`src/rtl/fft_frame_scheduler.sv`:
```
// Frame sequencer for the FFT engine: ping-pong input buffer writes, start handshake
// with the address generator, bank ownership tracking, overrun and start-timeout status.
module fft_frame_scheduler #(
  parameter int N_LOG2    = 10,
  parameter int START_TMO = 16,
  parameter int OVR_W     = 8
) (
  input  logic              clk,
  input  logic              rst_n,
  input  logic              enable_i,
  input  logic              sample_valid_i,
  output logic              wr_en_o,
  output logic              wr_bank_o,
  output logic [N_LOG2-1:0] wr_addr_o,
  output logic              rd_bank_o,
  output logic              fft_start_o,
  input  logic              fft_loading_i,
  input  logic              fft_done_i,
  input  logic              vga_busy_i,
  output logic [OVR_W-1:0]  overrun_cnt_o,
  output logic              tmo_err_o,
  output logic              busy_o
);
  localparam int TMO_W = $clog2(START_TMO + 1);
  localparam logic [N_LOG2-1:0] PTR_LAST = {N_LOG2{1'b1}};
  localparam logic [N_LOG2-1:0] PTR_ONE  = N_LOG2'(1);
  localparam logic [OVR_W-1:0]  OVR_MAX  = {OVR_W{1'b1}};
  localparam logic [OVR_W-1:0]  OVR_ONE  = OVR_W'(1);
  localparam logic [TMO_W-1:0]  TMO_LAST = TMO_W'(START_TMO - 1);
  localparam logic [TMO_W-1:0]  TMO_ONE  = TMO_W'(1);

  typedef enum logic [1:0] {
    B_FREE    = 2'd0,
    B_FILLING = 2'd1,
    B_READY   = 2'd2,
    B_READING = 2'd3
  } bank_st_e;

  typedef enum logic [2:0] {
    S_IDLE    = 3'd0,
    S_START   = 3'd1,
    S_LOADING = 3'd2,
    S_COMPUTE = 3'd3,
    S_OUTPUT  = 3'd4,
    S_HOLD    = 3'd5
  } state_e;

  state_e            state_r;
  bank_st_e          bank_r    [2];
  bank_st_e          bank_nx_s [2];
  logic              wr_bank_r;
  logic [N_LOG2-1:0] wr_ptr_r;
  logic [TMO_W-1:0]  tmo_cnt_r;
  logic              hold_cnt_r;
  logic              accept_s, wrap_s, other_free_s;
  logic              grab_s, grab_bank_s, tmo_s, release_s;

  // Per-cycle events shared by the write side and the frame FSM
  always_comb begin
    accept_s    = enable_i & sample_valid_i;
    wrap_s      = accept_s & (wr_ptr_r == PTR_LAST);
    grab_s      = 1'b0;
    grab_bank_s = 1'b0;
    if ((state_r == S_IDLE) && enable_i && !vga_busy_i) begin
      if (bank_r[0] == B_READY) begin
        grab_s      = 1'b1;
        grab_bank_s = 1'b0;
      end else if (bank_r[1] == B_READY) begin
        grab_s      = 1'b1;
        grab_bank_s = 1'b1;
      end else begin
        grab_s      = 1'b0;
        grab_bank_s = 1'b0;
      end
    end else begin
      grab_s      = 1'b0;
      grab_bank_s = 1'b0;
    end
    tmo_s     = (state_r == S_START) & !fft_loading_i & (tmo_cnt_r == TMO_LAST);
    release_s = (state_r == S_LOADING) & !fft_loading_i;
    // A bank released this very cycle counts as free, so the wrap does not overrun
    other_free_s = (bank_r[~wr_bank_r] == B_FREE) | (release_s & (rd_bank_o != wr_bank_r));
  end

  // Next bank ownership: FSM transitions first, a successful wrap overrides them
  always_comb begin
    for (int b = 0; b < 2; b++) begin
      bank_nx_s[b] = bank_r[b];
      if (grab_s && (grab_bank_s == 1'(b))) begin
        bank_nx_s[b] = B_READING;
      end else if (tmo_s && (rd_bank_o == 1'(b))) begin
        bank_nx_s[b] = B_READY;
      end else if (release_s && (rd_bank_o == 1'(b))) begin
        bank_nx_s[b] = B_FREE;
      end else begin
        bank_nx_s[b] = bank_r[b];
      end
      if (wrap_s && other_free_s) begin
        bank_nx_s[b] = (wr_bank_r == 1'(b)) ? B_READY : B_FILLING;
      end else begin
        bank_nx_s[b] = bank_nx_s[b];
      end
    end
  end

  // Write side: buffer strobes, write pointer, bank toggle and overrun counting
  always_ff @(posedge clk) begin
    if (!rst_n) begin
      bank_r[0]     <= B_FILLING;
      bank_r[1]     <= B_FREE;
      wr_bank_r     <= 1'b0;
      wr_ptr_r      <= '0;
      wr_en_o       <= 1'b0;
      wr_bank_o     <= 1'b0;
      wr_addr_o     <= '0;
      overrun_cnt_o <= '0;
    end else begin
      bank_r[0] <= bank_nx_s[0];
      bank_r[1] <= bank_nx_s[1];
      wr_en_o   <= accept_s;
      wr_bank_o <= wr_bank_r;
      wr_addr_o <= wr_ptr_r;
      if (wrap_s) begin
        wr_ptr_r <= '0;
        if (other_free_s) begin
          wr_bank_r <= ~wr_bank_r;
        end else if (overrun_cnt_o != OVR_MAX) begin
          overrun_cnt_o <= overrun_cnt_o + OVR_ONE;
        end
      end else if (accept_s) begin
        wr_ptr_r <= wr_ptr_r + PTR_ONE;
      end
    end
  end

  // Frame FSM with registered start pulse, read bank, busy and timeout flag
  always_ff @(posedge clk) begin
    if (!rst_n) begin
      state_r     <= S_IDLE;
      rd_bank_o   <= 1'b0;
      fft_start_o <= 1'b0;
      tmo_err_o   <= 1'b0;
      busy_o      <= 1'b0;
      tmo_cnt_r   <= '0;
      hold_cnt_r  <= 1'b0;
    end else begin
      fft_start_o <= 1'b0;
      case (state_r)
        S_IDLE: begin
          if (grab_s) begin
            state_r     <= S_START;
            rd_bank_o   <= grab_bank_s;
            fft_start_o <= 1'b1;
            busy_o      <= 1'b1;
            tmo_cnt_r   <= '0;
          end
        end
        S_START: begin
          if (fft_loading_i) begin
            state_r <= S_LOADING;
          end else if (tmo_s) begin
            tmo_err_o <= 1'b1;
            state_r   <= S_IDLE;
            busy_o    <= 1'b0;
          end else begin
            tmo_cnt_r <= tmo_cnt_r + TMO_ONE;
          end
        end
        S_LOADING: begin
          if (release_s) state_r <= S_COMPUTE;
        end
        S_COMPUTE: begin
          if (fft_done_i) state_r <= S_OUTPUT;
        end
        S_OUTPUT: begin
          if (!fft_done_i) begin
            state_r    <= S_HOLD;
            hold_cnt_r <= 1'b0;
          end
        end
        S_HOLD: begin
          // Two cycles minimum so the VGA block can raise vga_busy_i
          if (hold_cnt_r && !vga_busy_i) begin
            state_r <= S_IDLE;
            busy_o  <= 1'b0;
          end else begin
            hold_cnt_r <= 1'b1;
          end
        end
        default: begin
          state_r <= S_IDLE;
          busy_o  <= 1'b0;
        end
      endcase
    end
  end
endmodule
```
`config.mk`:
```
export PLATFORM = sky130hd
export DESIGN_NAME = fft_frame_scheduler
export DESIGN_NICKNAME = d
export VERILOG_FILES = /design/src/rtl/fft_frame_scheduler.sv
export SDC_FILE = /design/constraint.sdc
export NUM_CORES = 1
export LEC_CHECK = 0
export ABC_AREA = 1
export ABC_CLOCK_PERIOD_IN_PS = 4530
export BUFFER_PORTS_ARGS = -buffer_cell sky130_fd_sc_hd__buf_2
export CORE_UTILIZATION = 35
export DETAILED_ROUTE_END_ITERATION = 8
export HOLD_SLACK_MARGIN = 0.06
export SLEW_MARGIN = 20
export SYNTH_ARGS = -nofsm -noshare
export SYNTH_HDL_FRONTEND = slang
export SYNTH_SLANG_ARGS = --single-unit
```
`constraint.sdc`:
```
create_clock -name clk -period 4.53 [get_ports clk]
set_input_delay 0.453 -clock clk [delete_from_list [all_inputs] [get_ports clk]]
set_output_delay 0.453 -clock clk [all_outputs]
set_load 0.005 [all_outputs]
```
* After elaboration in Yosys (flattened, before gate mapping)
Memories as Yosys holds them, arrays and structs flattened. Index checks and enable logic that the tools add are counted.
Storage, ports and cells: word-level logic and storage cells 121, RAM bits 4, bits in registers 44, memories kept 1, input bits 7
Cells by class: bitwise operators 16, multiplexer cells 40, reductions and logical operators 27, $add $sub $neg 3, equal/unequal tests 21
Memories:
- bank_r | depth 2, bits a word 2, rd ports 3, clocked after memory_dff 0, write ports 2, line 49 | bank_st_e bank_r [2];
Operators with widths (count):
- 2-to-1 mux 2 bit | 12
- 2-to-1 mux 3 bit | 7
- != test 2 bit (second input constant) | 9
- case mux 3 bit (6 select lines) | 1
- 2-to-1 mux 5 bit | 3
- 2-to-1 mux 1 bit | 14
- adder 10 x 1 -> 10 bit (second input constant) | 1
- equality test 10 bit (second input constant) | 1
- logical AND 1 bit | 10
- case mux 5 bit (2 select lines) | 1
- AND reduction 3 bit | 3
- adder 8 x 1 -> 8 bit (second input constant) | 1
- != test 8 bit (second input constant) | 1
- NOT 1 bit | 7
- AND 1 bit | 6
- equality test 3 x 2 -> 1 bit (second input constant) | 2
- equality test 3 bit (second input constant) | 2
- AND reduction 2 bit | 3
- AND reduction 6 bit | 1
- adder 5 x 1 -> 5 bit (second input constant) | 1
- equality test 5 x 4 -> 1 bit (second input constant) | 1
- AND reduction 5 bit | 1
- equality test 2 bit (second input constant) | 2
- case mux 1 bit (4 select lines) | 1
- other kinds (12) | 16

* Logic depth before layout (Yosys ltp)
Gate-level depths: netlist of run 1.
depth after elaboration 9, gate-level depth with buffers 11

* Worst setup path before layout of run 1
OpenSTA, ideal clock, no wires.
path kind register to register, start register tmo_cnt_r[0], end register tmo_cnt_r[4], period minus slack after synthesis 1523 ps, stages on the path, launching flop included 11, path slack 3007 ps, arrival 1396 ps, path buffers 0, required time 4402 ps, path through dfxtp_1 ha_1 nand2_1 nor2_1 ha_1 nand4_1 and2_4 nand2_4 nand2_1 o21ai_1 nor2_1
On the way: longest elaborated chain between the ends 4, elaborated cells on any way between the ends 8, classes of those cells 1 x add/sub; 2 x eq/ne; 3 x mux; 1 x bitwise; 1 x reduce/logical
Ends and longest elaborated chain:
- from (decl) | line 53 | logic [TMO_W-1:0] tmo_cnt_r;
- from (signal assigned) | line 166 | tmo_cnt_r <= tmo_cnt_r + TMO_ONE;
- adder 5 x 1 -> 5 bit or equality test 5 x 4 -> 1 bit (tied branches) | line 166, 79
- 2-to-1 mux 5 bit or AND 1 bit (tied branches) | line 161, 79
- 2-to-1 mux 5 bit or != test 2 bit (tied branches)
- case mux 5 bit (2 select lines) or AND reduction 4 bit (tied branches)
Parallel ways exist; a longest one is shown, timed or not. The select of a mux whose other input is x is not followed. A chain may end at the register's enable or synchronous reset.

* Worst setup path in the final report of run 1
Ends and elaborated chain as after synthesis.

==> metrics.yaml, run 1 <==
p_switching_mw: 0.200
final_cell_mix: "72 x nand2_1, 48 x dfxtp_1, 39 x nor2_1, 36 x inv_1, 30 x buf_2"
grt_pass1_wl_um: 8750
pwr-share-comb: 0.089
antenna_found_initial: 0
fin_crit_sh: 0.399
clkSinkCount: 48
max_freq_ghz: 0.553
wl_per_cell_um: 11.0
grt_max_degree: 25
ys_types: 29
swShare: 0.229
power.total_mw: 0.872
mappedNetlistArea_sq_um: 2400
grt.total_usage: 0.149
cp_slowest_cell: "dfxtp_1"
tns_ps: 0
layout.nets: 370
io_buffers: 30
reg2reg_from: "tmo_cnt_r[0]"
postLayoutCellArea_sq_um: 2740
setup-violations-final: 0
row_count: 29
clk_path_buf_depth: 2
hold_depth: 2
relSlewSlack: 0.480
syn_to_final_growth_pct: 14.4
io-pin-count: 31
overflow: 0
power_density_nw_per_um2: 318
synth_area_per_cell_sq_um: 7.31
layout_commonest_cell: "nand2_1"
via_per_inst: 4.81
r2r_end: "tmo_cnt_r[4]"
min_period_ps: 1810
place_ws_ps: 2710
hold_violations: 0
drt_pre_antenna_iters: 4
cts_buffers: 5
min_from: "tmo_err_o"
antennaDiodeCount: 0
drt-total-wl_um: 4810
vias: 2096
gp_congestion: 0.835
leakage_nw: 1.30
cts_resized: 0
hold_path_end: "tmo_err_o"
hold_path_class: "register to register"
cp-start-kind: "register"
skew_ps: 7.56
dieWidth_um: 84.8
crit_chain: "ha_1 > nand2_1 > nor2_1 > ha_1 > nand4_1 > and2_4 > nand2_4 > nand2_1 > o21ai_1 > nor2_1"
die_h_um: 84.8
critical_path.max_fanout: 6
holdWs_ps: 447
multi_input_area_sq_um: 1260
synth-seq-cells: 48
r2r_slack_ps: 2720
ir_drop_v: 0.000153
insertion_delay_ps: 300
crit_arrival_ps: 1970
cap_violations: 0
status: "completed"
synth_cells: 328
synth_edf_count: 0
syn-num-nets: 339
endpoint_kind: "register"
yosysWarnings: 0
start_util: 0.369
post_dp_cell_area_sq_um: 2620
clk_transition_reported_paths_ps: 80
post-cts-setup-buffers: 0
drive_gt1_frac: 0.198
dieArea_sq_um: 7190
synthFlopType: "dfxtp_1"
h-tree-depth: 2
setup_ws_ps: 2720
worst_path_largest_cell_delay_ps: 390
ctsHoldBuffers: 0
synth-async-reset-ratio: 0
regArea_sq_um: 961
grt_pass1_vias: 2049
drv_slew: 0
cp.required_ps: 4690
drtIter0Drc: 61
root_buffer: "clkbuf_8"
fillers: 703
dp.final_hpwl_um: 3540
rsz0062_at_grt: "false"
critPathKind: "register to register"
seqPwrFrac: 0.504
design.core.area_sq_um: 6490
reg2reg_depth: 10
p_int_mw: 0.673
drt.antenna.violating_nets: 0
synth_seq_area_share: 0.401
drc: 0
tritoncts: "done"
tightest_slew_ps: 779
clkPwrFrac: 0.407
-- synth_stat cells, types with 2 or more instances --
cell,n,area share
a21oi_1,27,0.056
nand3_2,4,0.017
buf_4,2,0.0063
xor2_1,7,0.026
o21ai_0,8,0.017
nor2_1,39,0.061
dfxtp_1,48,0.40
nor2_2,4,0.010
nor3_1,4,0.0083
nand2_1,72,0.11
inv_2,4,0.0063
xnor2_1,3,0.011
nand3_1,23,0.048
nand2_4,3,0.014
nand2_2,8,0.021
inv_1,36,0.056
ha_1,4,0.021
o21ai_1,6,0.013
nor2_4,6,0.028
nand4_1,8,0.021
clkbuf_1,4,0.0063
-- worst max path at each step --
stage / from / end / slack (ps)
after CTS: tmo_cnt_r[0] / tmo_cnt_r[4] / 2700
after floorplan: tmo_cnt_r[0] / tmo_cnt_r[4] / 3010
after global placement: tmo_cnt_r[0] / tmo_cnt_r[4] / 2760
after global routing: tmo_cnt_r[0] / bank_r[1][1] / 2540
after detailed placement: tmo_cnt_r[0] / tmo_cnt_r[4] / 2710
final: tmo_cnt_r[0] / tmo_cnt_r[4] / 2720
-- layer usage --
metal | vias to the layer above | track usage | routed length, um
li1 | 1110 | - | -
met1 | 945 | 0.180 | 2300
met2 | 35 | 0.266 | 2240
met3 | 6 | 0.0354 | 211
met4 | 0 | 0.0385 | 54
met5 | - | 0 | 0
-- area by class of cell --
class | instances | area share
Multi-Input combinational cell | 234 | 0.458
Sequential cell | 48 | 0.350
Timing Repair Buffer | 30 | 0.0547
Inverter | 40 | 0.0547
Tap cell | 77 | 0.0351
Clock buffer | 5 | 0.0251
Clock inverter | 2 | 0.0219
-- logic make-up after synthesis --
family	after synthesis	synth area share
and+or+nand+nor	178	0.378
DFF	48	0.401
buffers and inverters	46	0.0751
AOI/OAI and AO/OA	42	0.0892
xor gates and xnor gates	10	0.0365
adders and majority gates	4	0.0209
-- power groups by stage --
stage	registers (mW)	clock network (mW)	logic, mW
6_report	0.440	0.355	0.0775
5_1_grt	0.442	0.385	0.0886
4_1_cts	0.440	0.370	0.0781
3_5_place_dp	0.450	0	0.0780
3_3_place_gp	0.450	0	0.0768
2_1_floorplan	0.444	0	0.0655
-- stage by stage --
step,util,instances
detailed placement,0.403,429
CTS,0.422,436
finish,0.422,436
floorplan,-,328
global placement,0.403,429
global route,0.422,436
-- flip-flops by register name, summed over array words and instances (netlist names) --
name / count
wr_addr_o: 10
hold_cnt_r: 1
wr_en_o: 1
state_r: 3
tmo_cnt_r: 5
fft_start_o: 1
bank_r: 4
overrun_cnt_o: 8
rd_bank_o: 1
wr_bank_o: 1
wr_bank_r: 1
tmo_err_o: 1
wr_ptr_r: 10
busy_o: 1
-- critical path: cells and delay by family, from the launching register on --
family	cells	cell delay, ps
flops	1	390
fa+ha+maj	2	420
compound gates	1	70
simple gates	7	790
(Power assumes the default switching activity.)
==> run 2, diff against run 1 <==
ABC_CLOCK_PERIOD_IN_PS = 1700   (was 4530)
clock period = 1.7 ns   (was 4.53 ns; I/O delays follow)
==> run 2 against run 1 <==
Hold slack lost 230 ps; register-to-register slack lost 2700 ps; clock power grew 87%; via count is essentially flat; highest routed layer unchanged.
==> metrics.yaml, run 2 (synthesized netlist as in run 1, its figures left out) <==
status: "completed"
layout_commonest_cell: "nand2_1"
grt_max_degree: 17  # -32%
max_freq_ghz: 0.610  # +10%
tightest_slew_ps: 487  # -293 ps
fillers: 681  # -3.1%
final_cell_mix: "72 x nand2_1, 46 x dfxtp_1, 38 x nor2_1, 36 x inv_1, 30 x buf_2"
start_util: 0.369  # unchanged
clk_transition_reported_paths_ps: 90  # about the same
post_dp_cell_area_sq_um: 2680  # +2.3%
largestRegisters: "wr_addr_o x10, wr_ptr_r x10, overrun_cnt_o x8"
io-pin-count: 31  # unchanged
cts_buffers: 5  # unchanged
layout.nets: 379  # +2.4%
r2r_slack_ps: 60  # -2660 ps
row_count: 29  # unchanged
grt_pass1_wl_um: 8700  # -0.56%
critical_path.max_fanout: 4  # -2
cap_violations: 0  # unchanged
h-tree-depth: 2  # unchanged
drt.antenna.violating_nets: 0  # unchanged
power_density_nw_per_um2: 737  # +130%
skew_ps: 3.51  # -4.05 ps
endpoint_kind: "register"
min_period_ps: 1640  # -167 ps
drt_pre_antenna_iters: 5  # +1
antennaDiodeCount: 0  # unchanged
leakage_nw: 1.32  # +1.6%
antenna_found_initial: 0  # unchanged
hold_violations: 0  # unchanged
tritoncts: "done"
io_buffers: 30  # unchanged
via_per_inst: 4.71  # -1.9%
gp_congestion: 0.864  # +3.5%
hold_path_class: "input port to register"
postLayoutCellArea_sq_um: 2800  # +1.9%
die_h_um: 84.8  # unchanged
tns_ps: 0  # unchanged
grt_pass1_vias: 1984  # -3.2%
clkSinkCount: 48  # unchanged
vias: 2098  # +0.095%
design.core.area_sq_um: 6490  # unchanged
ctsHoldBuffers: 0  # unchanged
syn_to_final_growth_pct: 16.5
cp-start-kind: "register"
wl_per_cell_um: 11.1  # +0.65%
dieArea_sq_um: 7190  # unchanged
drt-total-wl_um: 4940  # +2.7%
holdWs_ps: 217  # -230 ps
cp.required_ps: 1900  # -2790 ps
insertion_delay_ps: 300  # about the same
grt.total_usage: 0.150  # +0.000353
rsz0062_at_grt: "true"
critPathKind: "register to register"
drv_slew: 0  # unchanged
drtIter0Drc: 78  # +28%
fin_crit_sh: 0.965  # +0.566
dieWidth_um: 84.8  # unchanged
relSlewSlack: 0.675  # +0.195
crit_arrival_ps: 1840  # -130 ps
drc: 0  # unchanged
root_buffer: "clkbuf_8"
drive_gt1_frac: 0.234  # +0.0359
ir_drop_v: 0.000496  # +220%
dp.final_hpwl_um: 3630  # +2.4%
overflow: 0  # unchanged
setup-violations-final: 0  # unchanged
power.total_mw: 2.06  # +140%
clk_path_buf_depth: 2  # unchanged
[run 2: layer usage]
layer	GRT usage	part of all wire
met4	0.0601	0.018
met5	0	0
met2	0.240	0.45
met3	0.0275	0.030
met1	0.199	0.50
[run 2: through the flow]
stage,instances,utilization,worst slack (ps)
after global placement,437,0.412,105
after floorplan,328,-,177
after global routing,445,0.430,-3.09
after CTS,444,0.424,8.85
final,445,0.430,59.8
after detailed placement,437,0.412,20.7
[run 2: path summary, 6_finish.rpt]
path	startpoint	to	cells after the start
setup / recovery	tmo_cnt_r[1]	bank_r[1][0]	11
hold / removal	vga_busy_i	fft_start_o	4
setup reg to reg	tmo_cnt_r[1]	bank_r[1][0]	11
hold reg to reg	tmo_err_o	tmo_err_o	2
[run 2: critical path, stage by stage, from the launching register on]
cell     delay (ps)
dfxtp_4         370
ha_4            130
nand2_1          50
nor2_1          100
ha_2            200
nand4_1         150
nor2_1          170
nor2_2           70
nand2_2          80
nor2_1           40
nor2_1          100
nor2_1           60
[run 2: timing repair]
item,in CTS,in global routing
setup buffers,0,1
setup endpoints to repair,0,13
gates resized for setup,0,9
[run 2: cell type report]
cell class | count | area, sq um | share of cell area
clock buffers | 5 | 68.8 | 0.0246
clock inverters | 2 | 12.5 | 0.00448
inverters | 40 | 150 | 0.0537
multi-input cells | 234 | 1280 | 0.459
flip-flops and latches | 48 | 966 | 0.346
well taps | 77 | 96.3 | 0.0345
repair buffers | 39 | 218 | 0.0779
[run 2: power by group]
part | total, mW | switching (mW) | internal, mW
Sequential | 1.16 | 0.0179 | 1.15
Combinational | 0.233 | 0.153 | 0.0801
Clock | 0.663 | 0.384 | 0.279
Total | 2.06 | 0.555 | 1.51
==> run 3, diff against run 2 <==
ABC_CLOCK_PERIOD_IN_PS = not set   (was 1700)
CORE_MARGIN = 2   (was not set)
==> run 3 against run 2 <==
Core utilization decreased by 0.60 points; worst setup slack lost 39 ps; final cell count rose by 1.3%; combinational power increased by 3%; cell area rose by 2.0%; routed wire length up 0.53%; power increased by 1.9%; non-clock buffer count is 3 higher; via count is 0.86% higher; critical path depth fell by 1; first-iteration DRC count grew 29%; clock-buffer cell count grew 1; critical path type unchanged; critical endpoint is now tmo_cnt_r[4]; largest cell class unchanged.
==> metrics.yaml, run 3 (synthesized netlist as in run 1, its figures left out) <==
insertion_delay_ps: 290  # about the same
r2r_slack_ps: 20  # -40 ps
drt_pre_antenna_iters: 4  # -1
grt_max_degree: 17  # unchanged
h-tree-depth: 2  # unchanged
via_per_inst: 4.69  # -0.48%
design.core.area_sq_um: 6720  # +3.4%
syn_to_final_growth_pct: 18.9
fillers: 695  # +2.1%
clk_path_buf_depth: 2  # unchanged
dp.cells: 440  # +0.69%
swShare: 0.259  # -0.00983
drv_slew: 0  # unchanged
pwr-share-comb: 0.114  # about the same
leakage_nw: 1.35  # +1.9%
rsz0062_at_grt: "true"
cp_slowest_cell: "dfxtp_4"
critPathKind: "register to register"
grt.total_usage: 0.139  # -0.0109
fin_crit_sh: 0.988  # +0.0232
crit_arrival_ps: 1860  # +20 ps
fin_cells: 451  # +1.3%
antennaDiodeCount: 0  # unchanged
skew_ps: 9.15  # +5.64 ps
io_buffers: 30  # unchanged
clkSinkCount: 48  # unchanged
vias: 2116  # +0.86%
row_count: 30  # +3.4%
root_buffer: "clkbuf_8"
seqPwrFrac: 0.555  # -0.010
drt-total-wl_um: 4960  # +0.53%
ir_drop_v: 0.000444  # -10%
reg2reg_depth: 10  # -1
dieArea_sq_um: 7530  # +4.8%
hold_path_end: "fft_start_o"
critical_path.max_fanout: 6  # +2
max_freq_ghz: 0.595  # -2.3%
hold_depth: 4  # unchanged
worst_path_largest_cell_delay_ps: 370  # about the same
cp-startpoint: "tmo_cnt_r[1]"
drtIter0Drc: 101  # +29%
layout_commonest_cell: "nand2_1"
clk_transition_reported_paths_ps: 80  # about the same
p_int_mw: 1.55  # +3.2%
layout.nets: 382  # +0.79%
hold_violations: 0  # unchanged
dp.final_hpwl_um: 3610  # -0.50%
cp-start-kind: "register"
holdWs_ps: 206  # -11.1 ps
start_util: 0.357  # -0.0123
die_h_um: 86.8  # +2.4%
min_from: "vga_busy_i"
p_switching_mw: 0.545  # -1.9%
cp.required_ps: 1880  # -20 ps
gp_congestion: 0.868  # +0.49%
cap_violations: 0  # unchanged
antenna_found_initial: 0  # unchanged
drive_gt1_frac: 0.259  # +0.0251
tns_ps: 0  # unchanged
clkPwrFrac: 0.331  # +0.009
r2r_end: "tmo_cnt_r[4]"
drt.antenna.violating_nets: 0  # unchanged
drc: 0  # unchanged
grt_pass1_vias: 2023  # +2.0%
io-pin-count: 31  # unchanged
wl_per_cell_um: 11.0  # -0.81%
setup-violations-final: 0  # unchanged
power_density_nw_per_um2: 736  # -0.15%
cts_buffers: 5  # unchanged
tritoncts: "done"
endpoint_kind: "register"
overflow: 0  # unchanged
reg2reg_from: "tmo_cnt_r[1]"
hold_path_class: "input port to register"
largestRegisters: "wr_addr_o x10, wr_ptr_r x10, overrun_cnt_o x8"
relSlewSlack: 0.760  # +0.0843
final_cell_mix: "70 x nand2_1, 46 x dfxtp_1, 36 x inv_1, 34 x nor2_1, 30 x buf_2"
status: "completed"
min_period_ps: 1680  # +39.4 ps
crit_chain: "ha_4 > nand2_2 > nor2_2 > ha_2 > nand4_1 > and2_4 > nand2_4 > nand2_1 > o21ai_1 > nor2_1"
tightest_slew_ps: 360  # -126 ps
grt_pass1_wl_um: 8560  # -1.7%
dieWidth_um: 86.8  # +2.4%
run 3: layout make-up:
class                      count  area (sq um)  share of cell area
sequential                    48           966               0.339
clock inverter                 1          8.76             0.00307
timing repair buffer          42           240              0.0842
clock buffer                   6          82.6              0.0290
multi-input combinational    234          1300               0.457
tap                           80           100              0.0351
inverter                      40           150              0.0527
run 3: worst max-delay path, delay by kind of cell, from the launching register on:
family,cells,cell delay (ps)
AO/OA/AOI/OAI,1,70
AND/OR/NAND/NOR,7,790
adder cells (fa/ha/maj),2,350
flip-flops,1,370
run 3: metal layers:
metal  GRT usage  vias to the layer above  part of all wire  wire length (um)
met5           0                        -                 0                 0
met4      0.0426                        0            0.0062                31
met3      0.0324                        4             0.024               118
met2       0.232                       23              0.47              2340
met1       0.177                      955              0.50              2470
li1            -                     1134                 -                 -
run 3: how the worst max path moves through the flow:
| stage | endpoint | slack [ps] | cells after the start |
|---|---|---|---|
| 2_1_floorplan | tmo_cnt_r[4] | 180 | 10 |
| 3_3_place_gp | bank_r[1][0] | 100 | 11 |
| 3_5_place_dp | tmo_cnt_r[4] | 40 | 10 |
| 4_1_cts | tmo_cnt_r[4] | 20 | 10 |
| 5_1_grt | bank_r[1][0] | -110 | 11 |
| 6_report | tmo_cnt_r[4] | 20 | 10 |
run 3: stage by stage:
step           worst slack [ps]  cell area, sq um   util  power, mW
6_report                   20.4              2850  0.424       2.10
3_5_place_dp               43.6              2680  0.399       1.42
3_3_place_gp               97.8              2680  0.399       1.42
2_1_floorplan               177              2400      -       1.36
5_1_grt                    -108              2850  0.424       2.21
4_1_cts                    23.9              2770  0.412       2.13
run 3: what timing repair did:
item                       CTS  global route
hold buffers                 0             0
setup endpoints to repair    0            17
resized for setup            0            16
buffers inserted             0             4
run 3: power groups by stage:
stage                     clock network, mW  registers (mW)  logic [mW]
after detailed placement                  0            1.19       0.232
after floorplan                           0            1.18       0.174
after global placement                    0            1.19       0.229
after global routing                  0.771            1.17       0.269
after CTS                             0.734            1.17       0.233
final                                 0.695            1.16       0.240
